## src/rtl/seg7_scan_ctrl.sv

```systemverilog
// Multiplexed 7-segment scan controller: frame-synchronous loading, hex decode or raw
// patterns, leading-zero blanking, PWM brightness and per-digit blinking.
module seg7_scan_ctrl #(
   parameter int DIGITS       = 8,
   parameter int DIV_W        = 15,
   parameter int BLINK_FRAMES = 64
) (
   input  logic                  clk,
   input  logic                  rst,
   input  logic [8*DIGITS-1:0]   i_data,
   input  logic                  i_mode,
   input  logic [DIGITS-1:0]     i_dp,
   input  logic                  i_load,
   input  logic                  i_blank_lz,
   input  logic [3:0]            i_bright,
   input  logic [DIGITS-1:0]     i_blink_mask,
   output logic [7:0]            o_seg,
   output logic [DIGITS-1:0]     o_sel,
   output logic                  o_frame,
   output logic                  o_pending
);

   localparam int AW = (DIGITS > 1) ? $clog2(DIGITS) : 1;
   localparam int BW = (BLINK_FRAMES > 1) ? $clog2(BLINK_FRAMES) : 1;
   localparam logic [DIV_W-1:0] CNT_MAX    = '1;
   localparam logic [AW-1:0]    ADDR_LAST  = AW'(DIGITS - 1);
   localparam logic [BW-1:0]    BLINK_LAST = BW'(BLINK_FRAMES - 1);

   typedef enum logic {
      BLINK_VISIBLE = 1'b0,
      BLINK_HIDDEN  = 1'b1
   } blinkPhase_e;

   logic [DIV_W-1:0]    cnt_q, cnt_d;
   logic [AW-1:0]       addr_q, addr_d;
   logic [8*DIGITS-1:0] stageData_q, stageData_d;
   logic                stageMode_q, stageMode_d;
   logic [DIGITS-1:0]   stageDp_q, stageDp_d;
   logic [8*DIGITS-1:0] shadowData_q, shadowData_d;
   logic                shadowMode_q, shadowMode_d;
   logic [DIGITS-1:0]   shadowDp_q, shadowDp_d;
   logic                pending_q, pending_d;
   logic [BW-1:0]       blinkCnt_q, blinkCnt_d;
   blinkPhase_e         blinkPhase_q, blinkPhase_d;
   logic [7:0]          seg_q, seg_d;
   logic [DIGITS-1:0]   sel_q, sel_d;
   logic                frame_q, frame_d;

   logic                tick;
   logic                boundary;
   logic [3:0]          curNib;
   logic [7:0]          curByte;
   logic                lzBlank;
   logic                allZero;
   logic                brightOn;
   logic                blinkOff;

   function automatic logic [6:0] hexToSeg(input logic [3:0] nib);
      case (nib)
         4'h0: hexToSeg = 7'h40;
         4'h1: hexToSeg = 7'h79;
         4'h2: hexToSeg = 7'h24;
         4'h3: hexToSeg = 7'h30;
         4'h4: hexToSeg = 7'h19;
         4'h5: hexToSeg = 7'h12;
         4'h6: hexToSeg = 7'h02;
         4'h7: hexToSeg = 7'h78;
         4'h8: hexToSeg = 7'h00;
         4'h9: hexToSeg = 7'h10;
         4'hA: hexToSeg = 7'h08;
         4'hB: hexToSeg = 7'h03;
         4'hC: hexToSeg = 7'h46;
         4'hD: hexToSeg = 7'h21;
         4'hE: hexToSeg = 7'h06;
         default: hexToSeg = 7'h0E;
      endcase
   endfunction

   // Digit k is blanked when it and every more-significant nibble are zero; digit 0 never is.
   always_comb begin
      lzBlank = 1'b0;
      allZero = 1'b1;
      for (int k = DIGITS - 1; k > 0; k--) begin
         allZero = allZero & (shadowData_q[4*k +: 4] == 4'h0);
         if ((AW'(k) == addr_q) && allZero) begin
            lzBlank = 1'b1;
         end
      end
      lzBlank = lzBlank & i_blank_lz & ~shadowMode_q;
   end

   always_comb begin
      tick     = (cnt_q == CNT_MAX);
      boundary = tick && (addr_q == ADDR_LAST);
      curNib   = shadowData_q[{addr_q, 2'b00} +: 4];
      curByte  = shadowData_q[{addr_q, 3'b000} +: 8];
      brightOn = (cnt_q[DIV_W-1 -: 4] <= i_bright);
      blinkOff = (blinkPhase_q == BLINK_HIDDEN) && i_blink_mask[addr_q];

      cnt_d = cnt_q + 1'b1;
      addr_d = addr_q;
      if (tick) begin
         addr_d = (addr_q == ADDR_LAST) ? '0 : addr_q + 1'b1;
      end

      stageData_d  = stageData_q;
      stageMode_d  = stageMode_q;
      stageDp_d    = stageDp_q;
      shadowData_d = shadowData_q;
      shadowMode_d = shadowMode_q;
      shadowDp_d   = shadowDp_q;
      pending_d    = pending_q;
      if (i_load) begin
         stageData_d = i_data;
         stageMode_d = i_mode;
         stageDp_d   = i_dp;
         pending_d   = 1'b1;
      end
      // A load arriving on the boundary cycle bypasses staging so it is not lost for a frame.
      if (boundary && (pending_q || i_load)) begin
         shadowData_d = i_load ? i_data : stageData_q;
         shadowMode_d = i_load ? i_mode : stageMode_q;
         shadowDp_d   = i_load ? i_dp   : stageDp_q;
         pending_d    = 1'b0;
      end

      blinkCnt_d   = blinkCnt_q;
      blinkPhase_d = blinkPhase_q;
      if (boundary) begin
         if (blinkCnt_q == BLINK_LAST) begin
            blinkCnt_d   = '0;
            blinkPhase_d = (blinkPhase_q == BLINK_VISIBLE) ? BLINK_HIDDEN : BLINK_VISIBLE;
         end else begin
            blinkCnt_d = blinkCnt_q + 1'b1;
         end
      end

      seg_d = 8'hFF;
      sel_d = '1;
      if (brightOn) begin
         sel_d = ~(DIGITS'(1) << addr_q);
         if (blinkOff) begin
            seg_d = 8'hFF;
         end else if (shadowMode_q) begin
            seg_d = curByte;
         end else if (lzBlank) begin
            seg_d = 8'hFF;
         end else begin
            seg_d = {~shadowDp_q[addr_q], hexToSeg(curNib)};
         end
      end
      frame_d = boundary;
   end

   always_ff @(posedge clk) begin
      if (rst) begin
         cnt_q        <= '0;
         addr_q       <= '0;
         stageData_q  <= '0;
         stageMode_q  <= 1'b0;
         stageDp_q    <= '0;
         shadowData_q <= '0;
         shadowMode_q <= 1'b0;
         shadowDp_q   <= '0;
         pending_q    <= 1'b0;
         blinkCnt_q   <= '0;
         blinkPhase_q <= BLINK_VISIBLE;
         seg_q        <= 8'hFF;
         sel_q        <= '1;
         frame_q      <= 1'b0;
      end else begin
         cnt_q        <= cnt_d;
         addr_q       <= addr_d;
         stageData_q  <= stageData_d;
         stageMode_q  <= stageMode_d;
         stageDp_q    <= stageDp_d;
         shadowData_q <= shadowData_d;
         shadowMode_q <= shadowMode_d;
         shadowDp_q   <= shadowDp_d;
         pending_q    <= pending_d;
         blinkCnt_q   <= blinkCnt_d;
         blinkPhase_q <= blinkPhase_d;
         seg_q        <= seg_d;
         sel_q        <= sel_d;
         frame_q      <= frame_d;
      end
   end

   assign o_seg     = seg_q;
   assign o_sel     = sel_q;
   assign o_frame   = frame_q;
   assign o_pending = pending_q;

endmodule
```

## config.mk

```make
export PLATFORM = sky130hd
export DESIGN_NAME = seg7_scan_ctrl
export DESIGN_NICKNAME = d
export VERILOG_FILES = /design/src/rtl/seg7_scan_ctrl.sv
export SDC_FILE = /design/constraint.sdc
export NUM_CORES = 1
export LEC_CHECK = 0
export CAP_MARGIN = 10
export CELL_PAD_IN_SITES_DETAIL_PLACEMENT = 0
export CELL_PAD_IN_SITES_GLOBAL_PLACEMENT = 1
export CORE_MARGIN = 1
export CORE_UTILIZATION = 47
export DETAILED_ROUTE_END_ITERATION = 12
export PLACE_DENSITY_LB_ADDON = 0.25
export RECOVER_POWER = 100
export SKIP_LAST_GASP = 1
export SYNTH_ARGS = -nofsm -noshare
export SYNTH_HDL_FRONTEND = slang
export SYNTH_SLANG_ARGS = --single-unit
```

## constraint.sdc

```tcl
create_clock -name clk -period 6.22 [get_ports clk]
set_input_delay 1.244 -clock clk [delete_from_list [all_inputs] [get_ports clk]]
set_output_delay 1.244 -clock clk [all_outputs]
set_load 0.02 [all_outputs]
```

# Word level (Yosys, flattened, before mapping)
# Memory sizes are Yosys's and may differ from the RTL's.
# Index checks and enable logic that the tools add are counted.
dict set report classes {
  n_addsub 3
  n_lt_le_gt_ge 2
  n_eq_ne 10
  shift 3
  muxes 19
  bitwise 12
  n_reduce_logical 22
}
# op n
set ops {}
lappend ops {{2-to-1 mux 64 bit} 1}
lappend ops {{variable part select 64 x 6 -> 4 bit} 1}
lappend ops {{variable part select 64 x 7 -> 8 bit} 1}
lappend ops {{zero test 4 bit} 7}
lappend ops {{2-to-1 mux 8 bit} 3}
lappend ops {{adder 15 x 1 -> 15 bit (second input constant)} 1}
lappend ops {{== test 15 bit (second input constant)} 1}
lappend ops {{== test 3 bit (first input constant)} 4}
lappend ops {{2-to-1 mux 1 bit} 11}
lappend ops {{logical AND 1 bit} 10}
lappend ops {{bitwise AND 1 bit} 8}
lappend ops {{NOT 8 bit} 1}
lappend ops {{<< shifter 1 x 3 -> 8 bit (first input constant)} 1}
lappend ops {{adder 6 x 1 -> 6 bit (second input constant)} 1}
lappend ops {{binary-select mux 1 bit (select 3 bit)} 2}
lappend ops {{== test 2 x 3 -> 1 bit (first input constant)} 2}
lappend ops {{== test 6 bit (second input constant)} 1}
lappend ops {{2-to-1 mux 6 bit} 1}
lappend ops {{<= comparator 4 bit} 1}
lappend ops {{less-than comparator 3 x 4 -> 1 bit (second input constant)} 1}
lappend ops {{OR reduction 2 bit} 2}
lappend ops {{adder 3 x 1 -> 3 bit (second input constant)} 1}
lappend ops {{== test 1 x 3 -> 1 bit (first input constant)} 1}
lappend ops {{== test 3 bit (second input constant)} 1}
lappend ops {{other kinds (5)} 7}
dict set report word_totals {
  ff_bits 189
  rom_bits 112
  input_bits 89
  out_inout_bits 18
  elab_cells 86
  mem_count 1
}
# name words width rd rd_clocked_by_memory_dff write_ports line_no
set memory_table {}
lappend memory_table {{(name not given)} 16 7 1 0 0 59} ;# case (nib)

# Logic depth before layout (Yosys ltp)
dict set report depth {
  ltp_word 13
  depth_mapped 12
  depth_no_buf 10
}

# Least setup slack after synthesis
# No wires, ideal clock.
dict set report synth_timing {
  path_type {in2reg}
  start {input port i_bright[1]}
  end {register seg_q[4] (netlist: o_seg[4])}
  setup_ns 0.145
  arrival_time_ns 2.738
  t_required_ns 6.075
  setup_slack_ns 3.337
  stages 8
  n_path_buf 0
  path_cell_list {inv_1 > ha_1 > nor2b_1 > o21ai_0 > a21oi_1 > a211oi_2 > o211a_1 > o311ai_0}
}
dict set report synth_via {
  elab_chain_len 3
}
# item line_no
set synth_lines {}
lappend synth_lines {{start, declared} 15} ;# input logic [3:0] i_bright,
lappend synth_lines {{<= comparator 4 bit} 97} ;# brightOn = (cnt_q[DIV_W-1 -: 4] <= i_bright);
lappend synth_lines {{NOT 1 bit (no source line)} --}
lappend synth_lines {{OR reduction 3 bit (no source line)} --}
lappend synth_lines {{end signal, assigned} 183} ;# seg_q <= seg_d;
lappend synth_lines {{end, declared} 45} ;# logic [7:0] seg_q, seg_d;
# No other way between the ends.
# A chain may end at the register's enable or synchronous reset.

# Worst setup path in the final report
dict set report layout_timing {
  start {input port i_load}
  end {register shadowData_q[57]}
}
dict set report layout_via {
  elab_chain_len 2
  elab_cells_between_ends 3
  cone_classes {1 x mux; 2 x reduce/logical}
}
# item line_no
set layout_lines {}
lappend layout_lines {{start, declared} 13} ;# input logic i_load,
lappend layout_lines {{logical OR 1 bit} 120} ;# if (boundary && (pending_q || i_load)) begin
lappend layout_lines {{logical AND 1 bit} 120}
lappend layout_lines {{end signal, assigned} 177} ;# shadowData_q <= shadowData_d;
lappend layout_lines {{end, declared} 39} ;# logic [8*DIGITS-1:0] shadowData_q, shadowData_d;
# Parallel ways exist; a longest one is shown, timed or not.

==> flow_metrics.tcl <==
set metrics [dict create \
    clockBufferDepth 2 \
    dp_hpwl_mm 12.5 \
    num_vias 5852 \
    min_to "cnt_q[0]" \
    min-delay-start "cnt_q[0]" \
    grt_pass1_wl_mm 29.4 \
    die-area_sq_um 18100 \
    clkPwrFrac_pct 43.4 \
    switching_share_pct 22.8 \
    setup.worst_path.end_class "flop" \
    maxCapViolCount 3 \
    ys_ff_latch 189 \
    r2r_start "addr_q[0]" \
    yosysUniqueCellTypes 47 \
    grt_pass1_vias 5850 \
    post_cts_buffers 0 \
    tightest_slew_ns 2.58 \
    rows 48 \
    total_power_mw 2.52 \
    violations "capacitance limit, slew limit" \
    post_drt_wl_per_cell_um 16.5 \
    layout.nets 963 \
    intPower_mw 1.95 \
    reg2reg_to "shadowData_q[57]" \
    slowest_stage "clkbuf_1" \
    synthArstFlopShare_pct 0 \
    ant_nets 0 \
    period_minus_slack_ns 4.68 \
    hp-class "flop to flop" \
    place.gp.congestion 0.827 \
    power_frac_comb_pct 7.0 \
    ctsHoldBuffers 0 \
    rrSetupSlack_ns 1.80 \
    path_common_cell "nor2_1" \
    grt_max_degree 95 \
    powerDensity_nw_per_um2 257 \
    initial_utilization_pct 47.9 \
    ys_top_cells_by_area "dfxtp_1, a211oi_2, mux2i_1" \
    syn_area_per_cell_sq_um 10.5 \
    pwr-share-seq_pct 49.6 \
    firstDrtPassIters 4 \
    whs_ns 0.451 \
    final_area_sq_um 9800 \
    netlist_area_sq_um 8260 \
    cts_sinks 189 \
    drive_above_1_share_pct 13.6 \
    drcViolationCount 0 \
    yosysTopAreaCell "dfxtp_1" \
    synth_cells 784 \
    cts_buffers 17 \
    p_sw_mw 0.575 \
    placed_area_sq_um 9330 \
    slew_headroom_pct -71.7 \
    cp_num_buf_inv 2 \
    overflow 0 \
    avgViaCountPerCell 5.35 \
    max_freq_mhz 214 \
    grt_usage_pct 20.9 \
    synth-edff-count 0 \
    critPathTopFamily "buffers and inverters" \
    setup_viol 0 \
    crit_chain "clkbuf_1 -> nor2_1 -> and2b_4 -> buf_12 -> nor2_1 -> a211oi_1" \
    maxSlewViolCount 164 \
    yosysSeqAreaShare_pct 45.8 \
    drt_wl_total_mm 18.1 \
    tns_ns 0 \
    cp.arrival_ns 4.97 \
    critPathMaxFanout 80 \
    cts_tree "yes" \
    status "complete, but fails checks" \
    syn_to_final_growth_pct 18.6 \
    drt-initial-drc-count 362 \
    dieHeight_um 135 \
    synthMostInstantiatedCell "dfxtp_1" \
    crit_type "input port to flop" \
    io_pins 107 \
    io_buffers 106 \
    leakage_nw 3.57 \
    root_buffer "clkbuf_16" \
    synth_top_area_share_pct 45.8 \
    htreeDepth 4 \
    clkTransAtPathRegs_ns 0.07 \
    max-vdd-ir-drop_mv 0.195 \
    min_period_over_period_pct 75.2 \
    post_cts_resized 0 \
    core-area_sq_um 17200 \
    skew_ns 0.00937 \
    syn-num-nets 891 \
    worst_r2r_path_depth 7 \
    antenna_found_initial 0 \
    preCtsSetupSlack_ns 2.36 \
    rsz0062_at_grt "false" \
    synthFlopType "dfxtp_1" \
    diodes 0 \
    required_ns 6.51 \
    synthTopCellsByCount "dfxtp_1, nor2_1, mux2i_1, a211oi_2, nand2_1" \
    worstSkewPairLatency_ns 0.44 \
    setup_ws_ns 1.54 \
    slowest_delay_ns 1.78 \
    die_w_um 135 \
    min_path_cells 1 \
    start_kind "input port" \
    hold_viol_final 0 \
    synth-warning-count 0 \
]
==> power by group through the flow <==
stage                     Combinational, mW  Clock, mW  Sequential, mW
final                                 0.177       1.09            1.25
after global routing                  0.193       1.16            1.25
after CTS                             0.180       1.11            1.25
after detailed placement              0.180          0            1.28
after global placement                0.176          0            1.28
after floorplan                      0.0906          0            1.28
==> cells by family after synthesis <==
| logic type | synth area share, % |
|---|---|
| flip-flops | 45.8 |
| buffers and inverters | 4.41 |
| AND/OR/NAND/NOR | 13.8 |
| XOR/XNOR | 1.48 |
| multiplexers | 17.5 |
| AO/OA/AOI/OAI | 14.3 |
| adder cells (fa/ha/maj) | 2.73 |
==> cells in the final DEF, fill, tap and decap left out, types with 11 or more instances in the layout <==
cell / Yosys / layout
clkdlybuf4s50_1: 0 / 85
a21oi_1: 14 / 14
a211oi_2: 68 / 46
ha_1: 18 / 18
mux2i_1: 81 / 81
nand2_1: 37 / 37
clkbuf_16: 0 / 17
nand3_1: 16 / 16
inv_1: 11 / 11
o21ai_0: 11 / 11
mux4_2: 27 / 27
dfxtp_1: 189 / 189
dlygate4sd3_1: 0 / 19
a211oi_1: 7 / 29
nor2_1: 173 / 173
==> worst reg2reg max path, stage by stage, from the launching register on <==
cell and delay (ns):
dfxtp_1 1.59, ha_1 0.38, ha_1 0.25, and4_1 0.42, and2b_4 0.78, buf_12 0.43, nor2_1 0.14, a211oi_1 0.29
==> final cells by class <==
type,count,area (sq um)
Tap cell,225,282
Fill cell,1480,7440
Multi-Input combinational cell,526,4000
Timing Repair Buffer,110,1090
Inverter,12,45.0
Clock inverter,13,139
Sequential cell,189,3780
Clock buffer,19,453
==> stage by stage <==
| step | utilization [%] | cells |
|---|---|---|
| after floorplan | - | 784 |
| after global placement | 54.1 | 1062 |
| after detailed placement | 54.1 | 1062 |
| after CTS | 57.5 | 1094 |
| after global routing | 56.9 | 1094 |
| final | 56.9 | 1094 |
==> worst max path at each step <==
stage | cells past startpoint | slack (ns) | to | start
4_1_cts | 7 | 2.46 | shadowData_q[57] | addr_q[0]
3_3_place_gp | 9 | 2.44 | o_seg[1] | i_bright[1]
5_1_grt | 6 | 1.19 | shadowData_q[57] | i_load
2_1_floorplan | 8 | 3.34 | o_seg[4] | i_bright[1]
3_5_place_dp | 9 | 2.36 | o_seg[1] | i_bright[1]
6_report | 6 | 1.54 | shadowData_q[57] | i_load
==> per-layer routing <==
layer | GRT usage, % | part of all wire [%] | vias up
met3 | 3.94 | 3.5 | 25
met1 | 27.8 | 48 | 2788
met5 | 0 | 0 | -
met2 | 33.5 | 46 | 112
li1 | - | - | 2927
met4 | 8.24 | 1.8 | 0
==> state kept, by name, summed over array words and instances, names as in the netlist, 3 cells and up <==
| name | count |
|---|---|
| shadowDp_q | 8 |
| addr_q | 3 |
| o_seg | 8 |
| blinkCnt_q | 6 |
| o_sel | 8 |
| cnt_q | 15 |
| stageDp_q | 8 |
| shadowData_q | 64 |
| stageData_q | 64 |
(Power assumes the default switching activity.)
==> RTL change, RTL diff (same flow settings) <==
`BLINK_FRAMES`: 64 -> 32.
--- a/src/rtl/seg7_scan_ctrl.sv
+++ b/src/rtl/seg7_scan_ctrl.sv
@@ -3,7 +3,7 @@
 module seg7_scan_ctrl #(
    parameter int DIGITS       = 8,
    parameter int DIV_W        = 15,
-   parameter int BLINK_FRAMES = 64
+   parameter int BLINK_FRAMES = 32
 ) (
    input  logic                  clk,
    input  logic                  rst,
Formal check against the unedited RTL: same outputs for any inputs over 10 cycles, from zero or initial values and one cycle with rst high; that may be too few to reach the edited logic, so the function may still have changed.
==> RTL change against the original RTL <==
The run still ends with max-capacitance violations, max-slew violations left. Sequential power about the same. Cell area hardly changed. Worst setup slack better by 350 ps. Wire length grew 2.4%. Sequential cell count decreased by 1. Synthesized area is 1.0% lower. Highest routed layer unchanged. Critical path depth grew 1. Power down 1.4%. Die area down 0.99%.
==> RTL change: results <==
export IMPL_seq_area_frac_synth_pct=46.0
export IMPL_fin_worst_skew_ps=10.9
export IMPL_status="finished with violations"
export IMPL_drv_slew=96
export IMPL_groute_usage_overall_pct=21.5
export IMPL_vdd_drop_max_mv=0.186
export IMPL_ys_types=54
export IMPL_viasPerCell=5.29
export IMPL_cpPeakStageDelay_ps=1380
export IMPL_drtPass1Iterations=5
export IMPL_critPathMaxFanout=115
export IMPL_fin_nets=1035
export IMPL_grt_pass1_vias=6115
export IMPL_synth_fp_nets=962
export IMPL_synthTopCellsByArea="dfxtp_1 (46%), mux2i_1 (10%), mux4_2 (7.4%)"
export IMPL_yosys_top_cells_count="dfxtp_1 (188), nand2_1 (106), nor2_1 (98)"
export IMPL_wl_per_cell_um=16.0
export IMPL_p_leak_nw=3.65
export IMPL_drt_iter0_drc=431
export IMPL_grt_pass1_wl_mm=30.3
export IMPL_cts_resized=0
export IMPL_drv_cap=2
export IMPL_cts_max_level=4
export IMPL_hpwlAfterDp_mm=12.9
export IMPL_grt_max_degree=116
export IMPL_crit_arrival_ps=4620
export IMPL_cpMaxStageDelayCell="nor2_1"
export IMPL_violations="max-capacitance violations, max-slew violations"
export IMPL_place_congestion=0.834
export IMPL_yosys_warnings=0
==> RTL change: cell types whose count changed after synthesis, moves of 10 or more <==
cell,before,now
o21ai_0,11,77
nand2b_1,3,76
nor2_1,173,98
buf_2,6,16
a211oi_2,68,1
nand2_1,37,106
==> RTL change: cells by family after synthesis <==
family	synth area share [%]
AO/OA/AOI/OAI	8.34
AND/OR/NAND/NOR	19.7
multiplexers	17.8
buffers and inverters	4.18
adder cells (fa/ha/maj)	2.91
XOR/XNOR	1.07
flip-flops	46.0
==> RTL change: final cells by class <==
cell class,instances,area (µm²),share of cell area (%)
clock inverter,10,113,1.15
multi-input combinational,596,4030,41.1
inverter,14,52.6,0.536
tap,220,275,2.81
timing repair buffer,110,1090,11.1
clock buffer,22,474,4.84
sequential,188,3760,38.4
==> RTL change: path summary, 6_finish.rpt <==
kind               startpoint          endpoint  slack, ps  cells after the start
max                  cnt_q[0]   shadowData_q[0]       1890                      7
min          shadowData_q[46]  shadowData_q[46]        470                      2
max reg2reg          cnt_q[0]   shadowData_q[0]       1890                      7
min reg2reg  shadowData_q[46]  shadowData_q[46]        470                      2
==> RTL change: per-layer routing <==
metal  wire length, µm  part of all wire [%]  vias up  GRT usage, %
li1                  -                     -     3067             -
met1              8240                    44     2917          26.4
met2              9310                    50      139          37.5
met3               805                   4.3       14          5.06
met4               163                  0.88        0          5.87
met5                 0                     0        -             0
==> RTL change: critical path, delay by kind of cell, from the launching register on <==
family / cells / cell delay, ps
AOI/OAI and AO/OA: 1 / 180
adders and majority gates: 1 / 210
buffers and inverters: 1 / 420
DFF: 1 / 390
and+or+nand+nor: 4 / 2890
==> RTL change: stage by stage <==
step / area [µm²] / instances / util (%) / power (mW) / worst slack [ps]
floorplan: 8180 / 854 / - / 1.36 / 3320
global placement: 9270 / 1128 / 55.3 / 1.44 / 2680
detailed placement: 9270 / 1128 / 55.3 / 1.44 / 2510
CTS: 9850 / 1160 / 58.8 / 2.51 / 2870
global route: 9800 / 1160 / 58.5 / 2.57 / 1430
finish: 9800 / 1160 / 58.5 / 2.49 / 1890
==> RTL change: report_power, final <==
part           switching (mW)  internal (mW)
logic                  0.0712         0.0934
clock network           0.452          0.624
registers             0.00980           1.24
total                   0.533           1.95
